==> src/rtl/cgra_cfg_pkg.sv <==
// rtl/cgra_cfg_pkg.sv - shared config-chain word width and loader state encoding
package cgra_cfg_pkg;

    localparam int CFG_WORD_W = 32;

    typedef enum logic [1:0] {
        IDLE = 2'd0,
        LOAD = 2'd1,
        DONE = 2'd2
    } cfg_load_state_t;

endpackage

==> src/rtl/config_rb_packer.sv <==
// rtl/config_rb_packer.sv - packs serial chain-tail samples LSB-first into readback words
module config_rb_packer
    import cgra_cfg_pkg::*;
#(
    parameter int WORD_W = CFG_WORD_W
) (
    input  logic              clk,
    input  logic              rst_n,
    input  logic              clear,
    input  logic              sample_en,
    input  logic              sample_bit,
    input  logic              flush,
    output logic [WORD_W-1:0] rb_data,
    output logic              rb_valid
);
    localparam int IDX_W = $clog2(WORD_W);
    localparam logic [IDX_W-1:0] IDX_LAST = IDX_W'(WORD_W - 1);

    logic [WORD_W-1:0] acc;
    logic [WORD_W-1:0] acc_next;
    logic [IDX_W-1:0]  idx;

    // Current partial word with the incoming sample merged in at its bit position
    always_comb begin
        acc_next      = acc;
        acc_next[idx] = sample_bit;
    end

    // Accumulate samples; emit a word when full or when the load ends (upper bits stay zero)
    always_ff @(posedge clk or negedge rst_n) begin
        if (!rst_n) begin
            acc      <= '0;
            idx      <= '0;
            rb_data  <= '0;
            rb_valid <= 1'b0;
        end else begin
            rb_valid <= 1'b0;
            if (sample_en) begin
                if (idx == IDX_LAST || flush) begin
                    rb_data  <= acc_next;
                    rb_valid <= 1'b1;
                    acc      <= '0;
                    idx      <= '0;
                end else begin
                    acc <= acc_next;
                    idx <= idx + IDX_W'(1);
                end
            end else if (clear) begin
                acc <= '0;
                idx <= '0;
            end
        end
    end

endmodule

==> src/rtl/config_stream_loader.sv <==
// rtl/config_stream_loader.sv - serial config-chain writer; CONFIG_READBACK_EN adds tail readback
module config_stream_loader
    import cgra_cfg_pkg::*;
#(
    parameter int WORD_W    = CFG_WORD_W,
    parameter int CHAIN_LEN = 100
) (
    input  logic              Config_Clock,
    input  logic              Config_Reset,
    input  logic              start,
    input  logic [WORD_W-1:0] in_data,
    input  logic              in_valid,
    output logic              in_ready,
    output logic              ConfigOut,
    output logic              cfg_shift_en,
    output logic              busy,
    output logic              done,
    input  logic              ConfigIn,
    output logic [WORD_W-1:0] rb_data,
    output logic              rb_valid
);
    localparam int CNT_W = $clog2(CHAIN_LEN + 1);
    localparam int BI_W  = $clog2(WORD_W);
    localparam logic [BI_W-1:0]  BI_LAST  = BI_W'(WORD_W - 1);
    localparam logic [CNT_W-1:0] REM_INIT = CNT_W'(CHAIN_LEN);
    localparam logic [CNT_W-1:0] REM_ONE  = CNT_W'(1);

    cfg_load_state_t   state;
    cfg_load_state_t   state_next;
    logic [WORD_W-1:0] sr;
    logic [BI_W-1:0]   bi;
    logic [CNT_W-1:0]  rem;
    logic              sr_full;
    logic              start_load;
    logic              accept;

    // Next state and ready: refill when empty, or on the cycle the last bit of a word leaves
    always_comb begin
        state_next = state;
        in_ready   = 1'b0;
        start_load = 1'b0;
        case (state)
            IDLE, DONE: begin
                if (start) begin
                    state_next = LOAD;
                    start_load = 1'b1;
                end
            end
            LOAD: begin
                in_ready = !sr_full || (bi == BI_LAST && rem > REM_ONE);
                if (sr_full && rem == REM_ONE) begin
                    state_next = DONE;
                end
            end
            default: state_next = IDLE;
        endcase
    end

    assign accept = in_ready && in_valid;

    // State register
    always_ff @(posedge Config_Clock or negedge Config_Reset) begin
        if (!Config_Reset) begin
            state <= IDLE;
        end else begin
            state <= state_next;
        end
    end

    // Shift datapath: one bit per cycle while the word register holds data, stall otherwise
    always_ff @(posedge Config_Clock or negedge Config_Reset) begin
        if (!Config_Reset) begin
            sr           <= '0;
            bi           <= '0;
            rem          <= '0;
            sr_full      <= 1'b0;
            ConfigOut    <= 1'b0;
            cfg_shift_en <= 1'b0;
            busy         <= 1'b0;
            done         <= 1'b0;
        end else begin
            cfg_shift_en <= 1'b0;
            if (start_load) begin
                rem     <= REM_INIT;
                bi      <= '0;
                sr_full <= 1'b0;
                busy    <= 1'b1;
                done    <= 1'b0;
            end else if (state == LOAD) begin
                if (sr_full) begin
                    ConfigOut    <= sr[bi];
                    cfg_shift_en <= 1'b1;
                    rem          <= rem - REM_ONE;
                    if (rem == REM_ONE) begin
                        sr_full <= 1'b0;
                        busy    <= 1'b0;
                        done    <= 1'b1;
                    end else if (bi == BI_LAST) begin
                        if (accept) begin
                            sr <= in_data;
                            bi <= '0;
                        end else begin
                            sr_full <= 1'b0;
                        end
                    end else begin
                        bi <= bi + BI_W'(1);
                    end
                end else if (accept) begin
                    sr      <= in_data;
                    bi      <= '0;
                    sr_full <= 1'b1;
                end
            end
        end
    end

`ifdef CONFIG_READBACK_EN
    // The final shift cycle is the only one where done is already set, so it marks the flush
    config_rb_packer #(
        .WORD_W(WORD_W)
    ) u_rb_packer (
        .clk       (Config_Clock),
        .rst_n     (Config_Reset),
        .clear     (start_load),
        .sample_en (cfg_shift_en),
        .sample_bit(ConfigIn),
        .flush     (done),
        .rb_data   (rb_data),
        .rb_valid  (rb_valid)
    );
`else
    logic unused_config_in;
    assign unused_config_in = ConfigIn;
    assign rb_data          = '0;
    assign rb_valid         = 1'b0;
`endif

endmodule

==> config.mk <==
export PLATFORM = sky130hd
export DESIGN_NAME = config_stream_loader
export DESIGN_NICKNAME = d
export VERILOG_FILES = /design/src/rtl/cgra_cfg_pkg.sv /design/src/rtl/config_rb_packer.sv /design/src/rtl/config_stream_loader.sv
export SDC_FILE = /design/constraint.sdc
export NUM_CORES = 1
export LEC_CHECK = 0
export ABC_CLOCK_PERIOD_IN_PS = 5500
export CAP_MARGIN = 15
export CORE_UTILIZATION = 68
export DETAILED_ROUTE_END_ITERATION = 10
export DONT_BUFFER_PORTS = 1
export PLACE_DENSITY = 0.88
export SYNTH_ARGS = -nofsm -noshare
export SYNTH_HDL_FRONTEND = slang
export SYNTH_SLANG_ARGS = --single-unit
==> constraint.sdc <==
create_clock -name Config_Clock -period 5.5 [get_ports Config_Clock]
set_clock_uncertainty 0.05 [all_clocks]
set_input_delay 0.275 -clock Config_Clock [delete_from_list [all_inputs] [get_ports Config_Clock]]
set_output_delay 0.275 -clock Config_Clock [all_outputs]
set_load 0.03 [all_outputs]
==> reports/results.tsv, run 1 <==
metric	value	unit
Slowest Stage Delay on Critical Path	770	ps
CTS tree	yes	
hold_ws	71.52	ps
nets	260	
Sink Count	51	
number of global-route vias before repair	1471	
fin crit share	0.5536	
initial antenna violation count	0	
CP Capture Point	sr[13]	
commonest cells after routing, fill and taps aside	dfrtp_1 (51), mux2_2 (34), conb_1 (33), nand2_1 (14), inv_1 (6)	
M3 GR Usage	0.05556	
io pins	75	
via count	1537	
reg-to-reg critical path startpoint	bi[0]	
final hold vios	0	
die height	65.12	um
DRT iter0 DRCs	62	
Distinct cells, synth	51	
gr busiest metal	met2	
Worst-Margin Slew	980.3	ps
Worst Setup End Kind	flop	
mapped cell area	2709	sq um
worst path bufs/invs	1	
maximum vdd drop	0.0003726	V
met1 GRT Util	0.3010	
first-pass GRT wire length	7.072	mm
n_diodes	0	
largest net degree at the start of global routing	52	
Final min period	3045	ps
R2R Setup Slk	2450	ps
Crit path depth	7	
most used cell, CP	ha_1	
Layout fillers	262	
Yosys warnings	0	
average size of a mapped cell	12.37	sq um
Max-Cap Viols	0	
clk buf depth	2	
WL final	4.215	mm
Max Clk Rate	0.3284	GHz
# DRC	0	
cells on worst reg2reg path	7	
worst min path class	primary input to flop	
hpwl dp	2.941	mm
GRT Total Usage	0.2297	
RSZ-0062 raised after global routing	no	
PortBufs	0	
Num CTS Buffers	5	
CP max-delay cell	a21oi_4	
critical-path maximum fanout	32	
Clk pwr share	0.131	
sequential fraction of the synthesis area	0.4711	
most common cell after layout, fill and taps aside	dfrtp_1	
Die Width	65.12	um
met2 Usage GRT	0.3711	
Worst Setup SP	bi[0]	
worst slew slack as a fraction of its limit	0.3450	
Starting Density	0.7236	
root buffer cell	clkbuf_8	
share of layout cells above drive strength 1	0.2500	
Comb pwr share	0.386	
Rows	22	
status	completed	
Seq pwr share	0.483	
final global-route overflow total	0	
CP top delay family	compound AO/OA/AOI/OAI gates	
Leak Pwr	1.186	nW
sw power	0.5606	mW
R2R Path End	sr[13]	
Setup crit start kind	flop	
Slew Limit Fails	0	
H-tree depth	2	
ANT nets after route	0	
Setup CP Type	flop to flop	
Data required, critical path	5630	ps
WL per Instance	15.73	um
post_cts resized	0	
worst skew pair latency	300	ps
TNS Setup	0	ps
sw frac	0.3646	
full die area	4240	sq um
CP arrival	3180	ps
area grow syn2layout	-0.4156	%
CP cell instances	ha_1 > and3_1 > ha_1 > inv_1 > a31o_2 > a21oi_4 > mux2_2	
Post-Syn Instances	219	
Clk pin slew, worst setup/hold paths	80	ps
PD cells	570.0	nW/um^2
vias per inst	5.735	
# setup viols final	0	
CORE AREA	3744	sq um
cell-internal power	0.9770	mW
Routability Congestion	0.7663	
DRT Pass-1 Iters	4	
Synth Register Bits	51	
==> worst min path at each step <==
stage / startpoint / to / slack [ps] / cells past startpoint
global placement: Config_Reset / sr[14] / -70 / 0
CTS: in_data[4] / sr[4] / 70 / 1
global route: in_data[27] / sr[27] / 60 / 1
floorplan: Config_Reset / ConfigOut / -70 / 0
finish: in_data[28] / sr[28] / 70 / 1
detailed placement: Config_Reset / sr[14] / -70 / 0
==> power groups by stage <==
stage	Combinational [mW]	Clock, mW	Sequential [mW]
after global placement	0.560	0	0.740
after CTS	0.597	0.206	0.742
after detailed placement	0.580	0	0.751
final	0.594	0.201	0.743
after floorplan	0.584	0	0.671
after global routing	0.656	0.219	0.774
==> registers in the layout (all words and copies together) (netlist names) <==
name          flops
bi                5
cfg_shift_en      1
done              1
state             2
busy              1
ConfigOut         1
sr_full           1
sr               32
rem               7
==> cells by family after synthesis <==
kind of cell    after synthesis  share of synthesized area
flops                        51                     0.4711
buf+inv                      47                     0.1256
mux                          44                     0.2111
simple gates                 43                    0.08684
compound gates               25                    0.07253
fa+ha+maj                     4                    0.01848
xor+xnor                      4                    0.01294
other cells                   1                   0.001384
==> metal layers <==
| metal | wire length (um) | up-vias |
|---|---|---|
| li1 | - | 715 |
| met1 | 1865 | 752 |
| met5 | 0 | - |
| met4 | 82 | 0 |
| met2 | 2015 | 61 |
| met3 | 252 | 9 |
==> layout make-up <==
class                   instances  area (sq um)  area share
clock buffers                   7         76.32     0.02829
inverters                       6         22.52    0.008349
flip-flops and latches         51          1276      0.4731
repair buffers                  2         37.54     0.01391
multi-input cells             153          1220      0.4522
clock inverters                 1         5.005    0.001855
well taps                      48         60.06     0.02226
==> synth_stat cells (all sizes together) <==
master   instances  share of area
xor2             2         0.0065
buf             39           0.11
a221oi           3          0.012
a41oi            2         0.0065
nand2b           3         0.0069
nor4             1         0.0023
and2b            1         0.0032
nor2             3         0.0042
o31ai            1         0.0028
or3              1         0.0023
a221o            1         0.0037
mux2            36           0.15
a211oi           1         0.0028
or2              1         0.0023
nand3b           2         0.0055
nor3             2         0.0055
ha               4          0.018
clkbuf           2         0.0065
a21oi            4         0.0088
mux4             6          0.053
conb             1         0.0014
nand3            5         0.0092
and2             3         0.0074
or4              1         0.0028
inv              6         0.0083
o21bai           1         0.0028
o21ai            3         0.0055
o2bb2ai          3         0.0097
o21a             1         0.0028
and3             1         0.0023
nand4            1         0.0023
o22ai            1         0.0023
o311ai           1         0.0032
nor2b            2         0.0046
mux2i            2         0.0074
nand4b           1         0.0032
o41ai            1         0.0032
a31o             2         0.0065
xnor2            2         0.0065
nand2           14          0.019
or2b             1         0.0032
dfrtp           51           0.47
==> repair_timing <==
action / 4_1_cts / 5_1_grt
endpoints found under the hold margin: 51 / 0
setup buffers: 0 / 0
hold buffers: 2 / 0
==> stage by stage <==
step                total power [mW]  utilization  instance area (sq um)  setup WS [ps]  instances
floorplan                      1.255            -                   2829           3449        251
global route                   1.649       0.7206                   2698           2231        268
global placement               1.300       0.6888                   2579           2477        258
detailed placement             1.331       0.6888                   2579           2455        258
finish                         1.538       0.7206                   2698           2455        268
CTS                            1.544       0.7206                   2698           2428        268
(Power assumes the default switching activity.)
==> run 2: changes to the inputs <==
Settings changed: ABC_CLOCK_PERIOD_IN_PS 5500 to 2600, CORE_UTILIZATION 68 to 57, PLACE_DENSITY 0.88 to 0.79.
Clock period 5.5 ns to 2.6 ns, I/O delays scaled along.
==> run 2 against run 1 <==
The run now ends with DRC left. Cell count increased by 16%. First-iteration DRC count increased by 120%. Critical path depth decreased by 1. Routed wire length increased by 13%. Non-clock buffer count increased by 38. Final area increased by 16%. Worst hold slack improved by 13 ps. Critical path type unchanged. Critical endpoint is now sr[7].
==> reports/results.tsv, run 2 (synthesized netlist as in run 1, its figures left out) <==
metric	value	unit	change
status	complete, but fails checks		
violated checks	DRC		
vias per inst	5.403		-5.8%
hpwl dp	3.101	mm	+5.4%
Max Clk Rate	0.4761	GHz	+45%
DRT Pass-1 Iters	7		+3
RSZ-0062 raised after global routing	no		
share of layout cells above drive strength 1	0.2403		-0.009690
CP arrival	2230	ps	-950 ps
Leak Pwr	1.372	nW	+16%
Setup CP Type	flop to flop		
Biggest register	sr		
Max-Cap Viols	0		unchanged
full die area	5032	sq um	+19%
PD cells	1123	nW/um^2	+97%
Sink Count	51		unchanged
R2R Setup Slk	500	ps	-1960 ps
TNS Setup	0	ps	unchanged
n_diodes	0		unchanged
root buffer cell	clkbuf_8		
Num CTS Buffers	5		unchanged
final global-route overflow total	0		unchanged
Clk pin slew, worst setup/hold paths	90	ps	about the same
PortBufs	0		unchanged
CTS tree	yes		
die height	70.94	um	+8.9%
most common cell after layout, fill and taps aside	dfrtp_1		
largest net degree at the start of global routing	52		unchanged
Post-Route Utilization	0.6971		-0.02344
number of global-route vias before repair	1726		+17%
worst skew pair latency	290	ps	about the same
Die Width	70.94	um	+8.9%
DRT iter0 DRCs	134		+120%
Starting Density	0.6054		-0.1182
H-tree depth	2		unchanged
total setup buffers inserted after CTS	0		unchanged
Layout fillers	295		+13%
Setup crit start kind	flop		
Multi-input gate area	1220	sq um	unchanged
Worst Setup SP	rem[0]		
Final min period	2100	ps	-944.6 ps
FF+latch area	1276	sq um	unchanged
initial antenna violation count	0		unchanged
R2R Path End	sr[7]		
critical-path maximum fanout	32		unchanged
CP Capture Point	sr[7]		
Routability Congestion	0.7982		+4.2%
WL final	4.769	mm	+13%
Data required, critical path	2730	ps	-2900 ps
fin crit share	0.8079		+0.2542
io pins	75		unchanged
clk buf depth	2		unchanged
biggest regs	sr x32, rem x7, bi x5		
area grow syn2layout	15.15	%	
maximum vdd drop	0.0007872	V	+110%
GRT Total Usage	0.2148		-0.01484
final hold vios	0		unchanged
Worst-Margin Slew	519.7	ps	-460.6 ps
first-pass GRT wire length	8.293	mm	+17%
Slew Limit Fails	0		unchanged
WL per Instance	15.38	um	-2.2%
reg-to-reg critical path startpoint	rem[0]		
# DRC	14		+14
cells on worst reg2reg path	6		-1
post_cts resized	0		unchanged
CORE AREA	4474	sq um	+20%
commonest cells after routing, fill and taps aside	dfrtp_1 (51), mux2_2 (34), dlygate4sd3_1 (34), conb_1 (33), nand2_1 (14)		
Worst Setup End Kind	flop		
worst slew slack as a fraction of its limit	0.6535		+0.3085
worst min path class	primary input to flop		
ANT nets after route	0		unchanged
# setup viols final	0		unchanged
nets	298		+15%
via count	1675		+9.0%
total power draw	3.502	mW	+130%
Largest register FFs	32		unchanged
Rows	24		+9.1%
## run 2: per-layer routing
layer  vias up  wire length (um)  track usage  share of wire
li1        790                 -            -              -
met1       815              2008       0.2737           0.42
met2        66              2471       0.3761           0.52
met3         4               255      0.04274          0.053
met4         0                34      0.06000         0.0071
met5         -                 0            0              0
## run 2: repair_timing
action,4_1_cts,5_1_grt
endpoints found under the setup margin,0,0
hold buffers,35,0
hold endpoints to repair,84,0
## run 2: area by class of cell
type                            instances  share of cell area
Clock buffer                            6             0.02647
Clock inverter                          2             0.01123
Inverter                                6            0.007220
Multi-Input combinational cell        153              0.3911
Sequential cell                        51              0.4091
Tap cell                               52             0.02086
Timing Repair Buffer                   40              0.1340
## run 2: worst min-delay path by stage
stage / start / to / slack, ps / depth (start not counted)
6_report: start / done / 80 / 2
2_1_floorplan: Config_Reset / ConfigOut / -220 / 0
4_1_cts: start / done / 90 / 2
3_5_place_dp: Config_Reset / rem[3] / -210 / 0
3_3_place_gp: Config_Reset / rem[3] / -210 / 0
5_1_grt: start / done / 80 / 2
## run 2: power by group
group | switching [mW] | leakage, nW | internal (mW)
registers | 0.322 | 0.602 | 1.18
logic | 0.663 | 0.708 | 0.782
clock network | 0.247 | 0.0612 | 0.311
## run 2: stage by stage
step	setup slack (ps)	area, sq um	hold WS, ps	std cells
2_1_floorplan	549.2	2829	-215.6	251
3_3_place_gp	546.5	2634	-214.5	267
3_5_place_dp	506.6	2634	-214.5	267
4_1_cts	498.7	3119	85.00	310
5_1_grt	365.8	3119	76.48	310
6_report	499.5	3119	84.18	310
## run 2: worst max-delay path: stages (launching register included)
cell	delay, ps
dfrtp_1	450
ha_1	260
o21bai_1	180
a31o_2	280
a21oi_4	170
buf_12	210
mux2_2	360
==> run 3: changes to the inputs <==
Settings changed: ABC_CLOCK_PERIOD_IN_PS 2600 to 1800.
Clock period 2.6 ns to 1.8 ns, I/O delays scaled along.
==> run 3 against run 2 <==
The run ends with DRC, setup timing left. Non-clock buffer count rose by 16. Register-to-register slack got worse by 740 ps. Setup slack got worse by 740 ps. Combinational power rose by 94%. Worst hold slack got worse by 55 ps. Core utilization rose by 7.6 points. Final area rose by 11%. Sequential power rose by 44%. Global-route usage rose by 1.2 points. Routed wire length rose by 26%. Sequential cell count did not move. Critical path type unchanged. Critical endpoint is now sr[27].
==> reports/results.tsv, run 3 (synthesized netlist as in run 1, its figures left out) <==
metric	value	unit	change
WL met2	3.065	mm	+24%
Max-Cap Viols	0		unchanged
Num CTS Buffers	5		unchanged
biggest regs	sr x32, rem x7, bi x5		
cell area after placement	2775	sq um	+5.4%
PD cells	1640	nW/um^2	+46%
ANT nets after route	0		unchanged
Starting Density	0.6054		unchanged
met3 wire length	314	um	+23%
PortBufs	0		unchanged
top sig layer	met4		
CORE AREA	4474	sq um	unchanged
nets	314		+5.4%
clk buf depth	2		unchanged
via count	1842		+10%
Max Clk Rate	0.4894	GHz	+2.8%
FF+latch area	1277	sq um	about the same
n_diodes	0		unchanged
Final min period	2043	ps	-56.98 ps
DRT iter0 DRCs	95		-29%
Data required, critical path	1950	ps	-780 ps
Largest register FFs	32		unchanged
Setup WS pre-CTS	-189.9	ps	-696.4 ps
M1 WL	2.570	mm	+28%
worst slew slack as a fraction of its limit	0.6424		-0.01111
DRT Pass-1 Iters	7		unchanged
full die area	5032	sq um	unchanged
final hold vios	0		unchanged
Sink Count	51		unchanged
Setup crit start kind	flop		
Routability Congestion	0.8196		+2.7%
root buffer cell	clkbuf_8		
maximum vdd drop	0.0009598	V	+22%
status	complete, but fails checks		
Layout fillers	282		-4.4%
Post-Layout Cell Count	326		+5.2%
Rows	24		unchanged
GRT Total Usage	0.2270		+0.01217
Clk pin slew, worst setup/hold paths	90	ps	about the same
# setup viols final	34		+34
hold_ws	29.19	ps	-54.99 ps
Worst Setup End Kind	flop		
R2R Setup Slk	-240	ps	-740 ps
commonest cells after routing, fill and taps aside	dfrtp_1 (50), dlygate4sd3_1 (34), mux2_4 (33), conb_1 (33), nand2_1 (14)		
H-tree depth	2		unchanged
WL per Instance	18.40	um	+20%
initial antenna violation count	0		unchanged
Worst-Margin Slew	536.4	ps	+16.67 ps
final global-route overflow total	0		unchanged
Setup CP Type	flop to flop		
die height	70.94	um	unchanged
most common cell after layout, fill and taps aside	dfrtp_1		
Multi-input gate area	1386	sq um	+14%
CTS tree	yes		
WL final	6.000	mm	+26%
fin crit share	1.135		+0.3274
Die Width	70.94	um	unchanged
area grow syn2layout	27.71	%	
Post-Place Cells	276		+3.4%
RSZ-0062 raised after global routing	yes		
CP arrival	2190	ps	-40 ps
Final WS setup	-243.5	ps	-743.0 ps
Leak Pwr	1.558	nW	+14%
first-pass GRT wire length	8.631	mm	+4.1%
violated checks	DRC, setup timing		
largest net degree at the start of global routing	52		unchanged
# DRC	18		+4
critical-path maximum fanout	7		-78%
io pins	75		unchanged
post-route cell area	3460	sq um	+11%
worst skew pair latency	310	ps	+20 ps
Post-Route Utilization	0.7732		+0.07606
hpwl dp	3.358	mm	+8.3%
worst min path class	primary input to flop		
share of layout cells above drive strength 1	0.3175		+0.07721
number of global-route vias before repair	1827		+5.9%
Slew Limit Fails	0		unchanged
Biggest register	sr		
vias per inst	5.650		+4.6%
[run 3: power breakdown]
group / switching (mW) / internal, mW
Combinational: 1.22 / 1.57
Sequential: 0.455 / 1.70
Clock: 0.379 / 0.350
[run 3: repair_timing]
| action | in CTS | in global routing |
|---|---|---|
| hold endpoints to repair | 84 | 1 |
| resized for setup | 4 | 25 |
| hold buffers | 34 | 1 |
| gates cloned | 0 | 3 |
| pin swaps | 1 | 2 |
| buffers inserted | 2 | 3 |
| endpoints found under the setup margin | 34 | 35 |
[run 3: layout make-up]
class                           instances  area share
Multi-Input combinational cell        153      0.4007
Clock buffer                            7     0.02785
Timing Repair Buffer                   56      0.1747
Clock inverter                          1    0.002170
Tap cell                               52     0.01881
Inverter                                6    0.006510
Sequential cell                        51      0.3693
[run 3: through the flow]
stage,power (mW),setup TNS (ps)
finish,5.674,-7356
global route,5.985,-9848
CTS,5.308,-5356
detailed placement,4.458,-5148
global placement,4.351,-3875
floorplan,3.971,-5741
[run 3: worst paths after layout]
kind / to / cells past startpoint / startpoint
setup / recovery: sr[27] / 9 / bi[0]
hold / removal: done / 2 / start
setup reg to reg: sr[27] / 9 / bi[0]
hold reg to reg: sr[3] / 1 / sr[3]
max in group asynchronous: sr_full / 2 / Config_Reset
min in group asynchronous: sr[13] / 2 / Config_Reset
[run 3: worst max-delay path: stages (launching register included)]
cell and delay (ps):
dfrtp_1 360, ha_2 180, and3_4 190, ha_4 120
inv_2 30, a31o_4 210, a21oi_4 190, buf_12 140
clkbuf_16 160, mux2_4 310
[run 3: layer usage]
metal,global-route usage,up-vias
li1,-,826
met1,0.2869,931
met2,0.3910,79
met3,0.05128,6
met4,0.07111,0
met5,0,-
